$ cat src/rtl/ysyx_24110006_mem_arb_pkg.sv
// Shared encodings for the IFU/LSU memory-port arbiter.
package ysyx_24110006_mem_arb_pkg;

  typedef enum logic [1:0] {
    ST_IDLE  = 2'd0,
    ST_REQ   = 2'd1,
    ST_WAIT  = 2'd2,
    ST_DRAIN = 2'd3
  } arb_state_t;

  typedef enum logic {
    OWN_IFU = 1'b0,
    OWN_LSU = 1'b1
  } owner_t;

  localparam logic [2:0] IFU_SIZE = 3'b010;

endpackage

$ cat src/rtl/ysyx_24110006_rr_arb2.sv
// Two-way round-robin picker; on a tie the master not granted last wins.
module ysyx_24110006_rr_arb2
  import ysyx_24110006_mem_arb_pkg::*;
(
  input  logic   i_clock,
  input  logic   i_reset,
  input  logic   i_req_ifu,
  input  logic   i_req_lsu,
  input  logic   i_grant_taken,
  output owner_t o_pick
);

  owner_t last_grant;

  always_ff @(posedge i_clock) begin
    if (i_reset) begin
      last_grant <= OWN_IFU;
    end else if (i_grant_taken) begin
      last_grant <= o_pick;
    end
  end

  always_comb begin
    o_pick = OWN_IFU;
    if (i_req_ifu && i_req_lsu) begin
      if (last_grant == OWN_IFU) begin
        o_pick = OWN_LSU;
      end else begin
        o_pick = OWN_IFU;
      end
    end else if (i_req_lsu) begin
      o_pick = OWN_LSU;
    end
  end

endmodule

$ cat src/rtl/ysyx_24110006_mem_arb.sv
// Shares the core memory port between IFU and LSU with one outstanding
// transaction; fetches killed by an EXU flush are drained silently.
module ysyx_24110006_mem_arb
  import ysyx_24110006_mem_arb_pkg::*;
#(
  parameter int AW = 32,
  parameter int DW = 32
) (
  input  logic            i_clock,
  input  logic            i_reset,
  input  logic            i_flush,
  input  logic            i_ifu_req_valid,
  output logic            o_ifu_req_ready,
  input  logic [AW-1:0]   i_ifu_addr,
  output logic            o_ifu_resp_valid,
  input  logic            i_lsu_req_valid,
  output logic            o_lsu_req_ready,
  input  logic [AW-1:0]   i_lsu_addr,
  input  logic            i_lsu_wen,
  input  logic [DW-1:0]   i_lsu_wdata,
  input  logic [DW/8-1:0] i_lsu_wmask,
  input  logic [2:0]      i_lsu_size,
  output logic            o_lsu_resp_valid,
  output logic [DW-1:0]   o_resp_rdata,
  output logic            o_resp_err,
  output logic            o_s_req_valid,
  input  logic            i_s_req_ready,
  output logic [AW-1:0]   o_s_addr,
  output logic            o_s_wen,
  output logic [DW-1:0]   o_s_wdata,
  output logic [DW/8-1:0] o_s_wmask,
  output logic [2:0]      o_s_size,
  input  logic            i_s_resp_valid,
  input  logic [DW-1:0]   i_s_rdata,
  input  logic            i_s_err
);

  arb_state_t state_q, state_d;
  owner_t     owner_q;
  owner_t     pick;
  logic       kill_q;
  logic       kill_now;
  logic       in_flight;
  logic       accept;
  logic       deliver;

  ysyx_24110006_rr_arb2 u_rr (
    .i_clock      (i_clock),
    .i_reset      (i_reset),
    .i_req_ifu    (i_ifu_req_valid),
    .i_req_lsu    (i_lsu_req_valid),
    .i_grant_taken(accept),
    .o_pick       (pick)
  );

  assign in_flight = (state_q == ST_REQ) || (state_q == ST_WAIT);
  // A flush arriving this cycle kills the fetch immediately, not only from next cycle.
  assign kill_now  = kill_q || (i_flush && in_flight && (owner_q == OWN_IFU));

  // State register
  always_ff @(posedge i_clock) begin
    if (i_reset) begin
      state_q <= ST_IDLE;
    end else begin
      state_q <= state_d;
    end
  end

  // Next-state logic
  always_comb begin
    state_d = state_q;
    unique case (state_q)
      ST_IDLE:  if (accept) state_d = ST_REQ;
      ST_REQ:   if (i_s_req_ready) state_d = kill_now ? ST_DRAIN : ST_WAIT;
      ST_WAIT: begin
        if (i_s_resp_valid) begin
          state_d = ST_IDLE;
        end else if (kill_now) begin
          state_d = ST_DRAIN;
        end
      end
      ST_DRAIN: if (i_s_resp_valid) state_d = ST_IDLE;
      default:  state_d = ST_IDLE;
    endcase
  end

  // Output logic; every strobe is held low while reset is asserted
  always_comb begin
    o_ifu_req_ready  = 1'b0;
    o_lsu_req_ready  = 1'b0;
    o_s_req_valid    = 1'b0;
    o_ifu_resp_valid = 1'b0;
    o_lsu_resp_valid = 1'b0;
    o_resp_rdata     = '0;
    o_resp_err       = 1'b0;
    accept           = 1'b0;
    deliver          = 1'b0;
    if (!i_reset) begin
      if (state_q == ST_IDLE) begin
        o_ifu_req_ready = (pick == OWN_IFU) && i_ifu_req_valid && !i_flush;
        o_lsu_req_ready = (pick == OWN_LSU) && i_lsu_req_valid;
      end
      accept        = o_ifu_req_ready || o_lsu_req_ready;
      o_s_req_valid = (state_q == ST_REQ);
      deliver       = (state_q == ST_WAIT) && i_s_resp_valid && !kill_now;
      o_ifu_resp_valid = deliver && (owner_q == OWN_IFU);
      o_lsu_resp_valid = deliver && (owner_q == OWN_LSU);
      if (deliver) begin
        o_resp_rdata = i_s_rdata;
        o_resp_err   = i_s_err;
      end
    end
  end

  always_ff @(posedge i_clock) begin
    if (i_reset) begin
      owner_q <= OWN_IFU;
      kill_q  <= 1'b0;
    end else begin
      if (accept) begin
        owner_q <= pick;
      end
      if (state_q == ST_IDLE) begin
        kill_q <= 1'b0;
      end else if (i_flush && in_flight && (owner_q == OWN_IFU)) begin
        kill_q <= 1'b1;
      end
    end
  end

  always_ff @(posedge i_clock) begin
    if (i_reset) begin
      o_s_addr  <= '0;
      o_s_wen   <= 1'b0;
      o_s_wdata <= '0;
      o_s_wmask <= '0;
      o_s_size  <= '0;
    end else if (accept) begin
      if (pick == OWN_LSU) begin
        o_s_addr  <= i_lsu_addr;
        o_s_wen   <= i_lsu_wen;
        o_s_wdata <= i_lsu_wdata;
        o_s_wmask <= i_lsu_wmask;
        o_s_size  <= i_lsu_size;
      end else begin
        o_s_addr  <= i_ifu_addr;
        o_s_wen   <= 1'b0;
        o_s_wdata <= '0;
        o_s_wmask <= '0;
        o_s_size  <= IFU_SIZE;
      end
    end
  end

endmodule

$ cat config.mk
export PLATFORM = sky130hd
export DESIGN_NAME = ysyx_24110006_mem_arb
export DESIGN_NICKNAME = d
export VERILOG_FILES = /design/src/rtl/ysyx_24110006_mem_arb_pkg.sv /design/src/rtl/ysyx_24110006_rr_arb2.sv /design/src/rtl/ysyx_24110006_mem_arb.sv
export SDC_FILE = /design/constraint.sdc
export NUM_CORES = 1
export LEC_CHECK = 0
export BUFFER_PORTS_ARGS = -buffer_cell sky130_fd_sc_hd__buf_2
export CAP_MARGIN = 20
export CORE_MARGIN = 10
export CORE_UTILIZATION = 44
export DETAILED_ROUTE_END_ITERATION = 16
export GPL_ROUTABILITY_DRIVEN = 1
export GPL_TIMING_DRIVEN = 0
export PLACE_DENSITY = 0.86
export SLEW_MARGIN = 25
export SYNTH_ARGS = -nofsm -noshare
export SYNTH_HDL_FRONTEND = slang
export SYNTH_HIERARCHICAL = 1
export SYNTH_SLANG_ARGS = --single-unit
export TNS_END_PERCENT = 30
$ cat constraint.sdc
create_clock -name i_clock -period 2.9 [get_ports i_clock]
set_input_delay 0.435 -clock i_clock [delete_from_list [all_inputs] [get_ports i_clock]]
set_output_delay 0.435 -clock i_clock [all_outputs]
set_load 0.02 [all_outputs]
==> flow_summary.yaml, run 1 <==
run_status:
  status: "completed"
layout:
  layout-drive-gt1-share: 0.435
  fillers: 691
  antenna_cells: 0
  area_growth_pct: 45.9
  final_cell_mix: "buf_2, dfxtp_1, nand2_1, a21oi_1, nand3_1"
  nets: 817
  layout_commonest_cell: "buf_2"
worst_setup_path:
  crit_path_start_kind: "flip-flop"
  slowest_delay_ns: 0.37
  cpMaxStageDelayCell: "dfxtp_1"
  worst-r2r-setup-slack_ns: 0.81
  critPathCaptureType: "output pin"
  arrival_ns: 2.26
  cp_num_cells: 8
  r2r-start: "state_q[0]"
  ff2ff_path_depth: 8
  critical_path_required_ns: 2.47
  cp_max_fo: 10
  rr_endpoint: "o_s_wdata[13]"
  worstPathCellList: "inv_1 -> ha_1 -> and3b_1 -> nor2_1 -> and4b_2 -> clkbuf_2 -> and2_1 -> buf_2"
  path_buf_inv: 3
  path_class: "flip-flop to output pin"
  crit_family: "simple AND/OR/NAND/NOR gates"
sta:
  maxSlewHeadroom: 0.517
  setup_viol_count_final: 0
  hold_violations: 0
  finClkSkew_ns: 0.0129
  fmax_mhz: 371
  rsz0062_at_grt: "false"
  slew_violations: 0
  finalCritPeriodShare: 0.930
  fin_crit_ns: 2.70
  fin_tns_setup_ns: 0
  tightest_slew_ns: 0.725
placement:
  gp_congestion: 0.930
  port_buffers: 253
  hpwl_mm: 10.8
synthesis:
  synth_nets: 554
  synth_area_leader_cell: "dfxtp_1"
  yosysWarnings: 6
  yosys_register_bits: 77
  synth_edf_count: 0
  async_flop_share: 0
  synth-main-ff-cell: "dfxtp_1"
  syn_area_um2: 3450
  syn_inst: 405
  yosys-top-cells-area: "dfxtp_1, mux2i_1, a211oi_1"
  syn_area_per_cell_um2: 8.52
  seq_area_frac_synth: 0.447
  post_synth_num_cell_types: 35
  netlist.area_leader.share: 0.447
route:
  totalWireLength_mm: 13.1
  top_layer: "met5"
  wl_met1_mm: 4.78
  first_pass_iters: 4
  viasPerCell: 4.98
  dr_total_vias: 3861
  ant_nets: 0
  drt_iter0_drc: 148
  dr_wl_met2_mm: 6.67
  dr_wl_met3_mm: 1.33
  wl_per_cell_um: 16.9
  drc: 0
worst_hold_path:
  hold_depth: 3
  min_path_type: "input pin to flip-flop"
  holdCritStartpoint: "i_lsu_wmask[3]"
  min_to: "o_s_wmask[3]"
cts:
  root_buffer: "clkbuf_8"
  cts.path.max_buffers: 2
  hold_buffers: 0
  clkTransAtPathRegs_ns: 0.08
  numCtsBuffers: 9
  htreeDepth: 3
  cts_tree: "yes"
  numClockSinks: 77
  clk_latency_ns: 0.34
  cts_setup_buffers: 0
grt:
  grt_max_degree: 14
  grt_pass1_vias: 3932
  grt_antenna_before_repair: 1
  globalRouteOverflowTotal: 0
  grt_pass1_wl_mm: 19.7
  track_usage: 0.206
floorplanning:
  rows: 32
  initial_core_util: 0.449
  die_area_um2: 11800
  die_x_um: 109
  core_um2: 7690
  io-pin-count: 254
  die_y_um: 109
power:
  swShare: 0.314
  powerDensity_nw_per_um2: 517
  p_sw_mw: 0.817
  p_comb_frac: 0.240
  p_int_mw: 1.79
  power_mw: 2.60
  power.share.sequential: 0.453
  power_leakage_nw: 2.57
  p_clk_frac: 0.307
  irDropWorstVdd_uv: 281
flow_run:
  cap_violations: 0
==> area by class of cell <==
class | count | area [um^2] | share of cell area
Clock inverter | 7 | 66.3 | 0.0132
Clock buffer | 9 | 124 | 0.0246
Timing Repair Buffer | 253 | 1270 | 0.251
Inverter | 6 | 22.5 | 0.00447
Buffer | 37 | 173 | 0.0343
Multi-Input combinational cell | 284 | 1720 | 0.341
Sequential cell | 77 | 1540 | 0.306
Tap cell | 102 | 128 | 0.0253
==> flip-flops by register name (all words and copies together), names as in the netlist <==
signal,cells
state_q,2
u_rr/last_grant,1
owner_q,1
o_s_wdata,32
o_s_size,3
o_s_wen,1
o_s_addr,32
o_s_wmask,4
kill_q,1
==> worst max-delay path by stage <==
stage	start	to	slack, ns
6_report	state_q[0]	o_resp_rdata[21]	0.20
5_1_grt	state_q[0]	o_resp_rdata[21]	0.01
4_1_cts	state_q[0]	o_resp_rdata[1]	0.01
3_5_place_dp	state_q[0]	o_resp_rdata[1]	0.32
3_3_place_gp	i_lsu_req_valid	o_ifu_req_ready	0.34
2_1_floorplan	state_q[0]	o_resp_rdata[10]	0.65
==> per-layer routing <==
| metal | vias to the layer above | GRT usage |
|---|---|---|
| li1 | 1918 | - |
| met1 | 1736 | 0.214 |
| met2 | 177 | 0.374 |
| met3 | 28 | 0.0744 |
| met5 | - | 0 |
| met4 | 2 | 0.0734 |
==> repair_timing <==
| item | CTS | global route |
|---|---|---|
| endpoints found under the setup margin | 30 | 30 |
| pin swaps | 0 | 1 |
| gates resized for setup | 3 | 1 |
==> logic make-up after synthesis <==
kind of cell    synth area share
simple gates               0.236
compound gates             0.150
flops                      0.447
buf+inv                   0.0565
mux                       0.0928
fa+ha+maj                 0.0181
==> tightest hold or removal path: stages <==
cell and delay, ns:
buf_2 0.09, nand2_1 0.04, a21oi_1 0.05
==> cells in the mapped netlist (2+ instances only) <==
cell and count:
dfxtp_1 77, nor2b_1 3, buf_2 9, mux2i_1 32, nor2_1 35, a21oi_1 40
a211oi_1 32, nand2b_1 3, inv_1 4, and2_1 34, buf_4 3, o21ai_0 2
clkbuf_1 21, nand3_1 40, inv_2 2, ha_1 5, nor3_1 3, nand2_1 40
buf_1 4
==> stage by stage <==
stage                util  instances  hold WS (ns)  cell area [um^2]  setup WS [ns]
floorplan               -        405         0.467              3450          0.651
global placement    0.630        760         0.450              4850          0.339
detailed placement  0.630        760         0.459              4850          0.315
CTS                 0.656        776         0.318              5040         0.0127
global route        0.655        775         0.320              5040         0.0124
finish              0.655        775         0.326              5040          0.203
==> power by group through the flow <==
stage	clock network [mW]	logic, mW	registers (mW)
2_1_floorplan	0	0.285	1.29
3_3_place_gp	0	0.610	1.20
3_5_place_dp	0	0.626	1.20
4_1_cts	0.807	0.628	1.18
5_1_grt	0.864	0.686	1.19
6_report	0.799	0.626	1.18
(Power assumes the default switching activity.)
==> inputs of run 2 (changes only) <==
--- a/config.mk
+++ b/config.mk
@@ -7,12 +7,12 @@
 export LEC_CHECK = 0
 export BUFFER_PORTS_ARGS = -buffer_cell sky130_fd_sc_hd__buf_2
 export CAP_MARGIN = 20
-export CORE_MARGIN = 10
-export CORE_UTILIZATION = 44
+export CORE_AREA = 2 2 97 99
 export DETAILED_ROUTE_END_ITERATION = 16
+export DIE_AREA = 0 0 99 101
 export GPL_ROUTABILITY_DRIVEN = 1
 export GPL_TIMING_DRIVEN = 0
-export PLACE_DENSITY = 0.86
+export PLACE_DENSITY = 0.83
 export SLEW_MARGIN = 25
 export SYNTH_ARGS = -nofsm -noshare
 export SYNTH_HDL_FRONTEND = slang
==> run 2 against run 1 <==
  * Cell area is 1.2% higher
  * First-iteration DRC count is 12% lower
  * Largest power group unchanged
  * Critical endpoint is now o_resp_rdata[17]
  * Count of clock-buffer cells in the layout stayed put
  * Hold slack worse by 0.011 ns
  * Setup slack worse by 0.0034 ns
  * Non-clock buffer count stayed put
  * Highest routed layer is now met4
==> flow_summary.yaml, run 2 (synthesized netlist as in run 1, its figures left out) <==
worst_setup_path:
  arrival_ns: 2.27
  path_buf_inv: 3
  slowest_delay_ns: 0.37
  critical_path_required_ns: 2.47
  critPathLaunch: "state_q[0]"
  cp_max_fo: 10
  cpMaxStageDelayCell: "dfxtp_1"
  worstPathCellList: "inv_1 -> ha_1 -> and3b_1 -> nor2_1 -> and4b_2 -> buf_2 -> and2_1 -> buf_2"
  crit_family: "simple AND/OR/NAND/NOR gates"
  path_class: "flip-flop to output pin"
  ff2ff_path_depth: 8
  crit_path_start_kind: "flip-flop"
  r2r-start: "state_q[0]"
  rr_endpoint: "o_s_wdata[11]"
  cp_common_cell: "buf_2"
  worst-r2r-setup-slack_ns: 0.83
  critPathCaptureType: "output pin"
sta:
  finalCritPeriodShare: 0.931
  rsz0062_at_grt: "false"
  setup_ws_ns: 0.199
  slew_violations: 0
  fmax_mhz: 370
  fin_tns_setup_ns: 0
  finClkSkew_ns: 0.0136
  fin_crit_ns: 2.70
  maxSlewHeadroom: 0.518
  tightest_slew_ns: 0.724
  hold_violations: 0
  setup_viol_count_final: 0
grt:
  grt_antenna_before_repair: 0
  grt_max_degree: 14
  grt_pass1_wl_mm: 17.0
  globalRouteOverflowTotal: 0
  track_usage: 0.209
  grt_pass1_vias: 3772
layout:
  top_regs: "o_s_addr: 32 flops, o_s_wdata: 32 flops, o_s_wmask: 4 flops"
  antenna_cells: 0
  layout_commonest_cell: "buf_2"
  nets: 817
  layout-drive-gt1-share: 0.435
  final_cell_mix: "buf_2, dfxtp_1, nand2_1, a21oi_1, nand3_1"
  area_growth_pct: 47.7
power:
  power_mw: 2.77
  powerDensity_nw_per_um2: 544
  irDropWorstVdd_uv: 306
  power_leakage_nw: 2.59
route:
  first_pass_iters: 4
  ant_nets: 0
  totalWireLength_mm: 11.0
  wl_per_cell_um: 14.0
  drt_iter0_drc: 130
  viasPerCell: 4.99
  dr_total_vias: 3908
  drc: 0
cts:
  numCtsBuffers: 9
  root_buffer: "clkbuf_8"
  hold_buffers: 0
  cts.path.max_buffers: 2
  numClockSinks: 77
  cts_tree: "yes"
  clkTransAtPathRegs_ns: 0.09
  clk_latency_ns: 0.35
  htreeDepth: 3
placement:
  gp_congestion: 0.798
  port_buffers: 253
  pre_cts_ws_ns: 0.305
  hpwl_mm: 8.73
floorplanning:
  die_area_um2: 10000
  initial_core_util: 0.385
  die_x_um: 99
  core_um2: 8980
  die_y_um: 101
  io-pin-count: 254
  rows: 35
run_status:
  status: "completed"
worst_hold_path:
  holdCritStartpoint: "i_lsu_wdata[25]"
  min_path_type: "input pin to flip-flop"
  hold_depth: 3
  min_to: "o_s_wdata[25]"
flow_run:
  cap_violations: 0
==> run 2: changes by cell type in the layout (fill, tap and decap cells not counted), sizes merged <==
| cell | delta |
|---|---|
| clkbuf | -1 |
| buf | +1 |
| clkinv | -2 |
| clkinvlp | -1 |
| bufinv | +2 |
==> run 2: where the power goes <==
part / total (mW) / switching (mW) / internal, mW
Combinational: 0.621 / 0.364 / 0.256
Sequential: 1.18 / 0.0438 / 1.14
Clock: 0.971 / 0.402 / 0.569
==> run 2: worst max-delay path by stage <==
stage / endpoint / cells after the start
after CTS: o_resp_rdata[30] / 8
after global routing: o_resp_rdata[17] / 8
after detailed placement: o_resp_rdata[6] / 9
final: o_resp_rdata[17] / 8
after global placement: o_resp_rdata[6] / 9
after floorplan: o_resp_rdata[10] / 8
==> run 2: what timing repair did <==
item                                    4_1_cts  5_1_grt
gates resized for setup                       2        6
pin swaps                                     0        1
setup buffers                                 0        0
endpoints found under the setup margin       30       30
==> run 2: layer usage <==
layer	global-route usage	share of wire
met1	0.232	0.38
met2	0.396	0.53
met3	0.0340	0.064
met4	0.0875	0.024
met5	0	0
==> run 2: through the flow <==
| stage | area (um^2) | utilization | hold WS (ns) | std cells |
|---|---|---|---|---|
| finish | 5100 | 0.568 | 0.315 | 783 |
| global route | 5100 | 0.568 | 0.313 | 783 |
| CTS | 5090 | 0.567 | 0.301 | 783 |
| detailed placement | 4860 | 0.541 | 0.458 | 769 |
| global placement | 4860 | 0.541 | 0.452 | 769 |
| floorplan | 3450 | - | 0.467 | 405 |
==> run 2: final cells by class <==
class,count,area (um^2)
Buffer,37,175
Clock buffer,9,124
Clock inverter,6,113
Fill cell,820,3880
Inverter,6,22.5
Multi-Input combinational cell,284,1720
Sequential cell,77,1540
Tap cell,111,139
Timing Repair Buffer,253,1270
==> run 2: worst register-to-register path, stage by stage (launching register included) <==
cell      delay, ns
dfxtp_1        0.37
inv_1          0.12
ha_1           0.28
nand2b_1       0.12
or2_2          0.12
clkbuf_1       0.25
clkbuf_1       0.41
nand3_1        0.14
a21oi_1        0.17
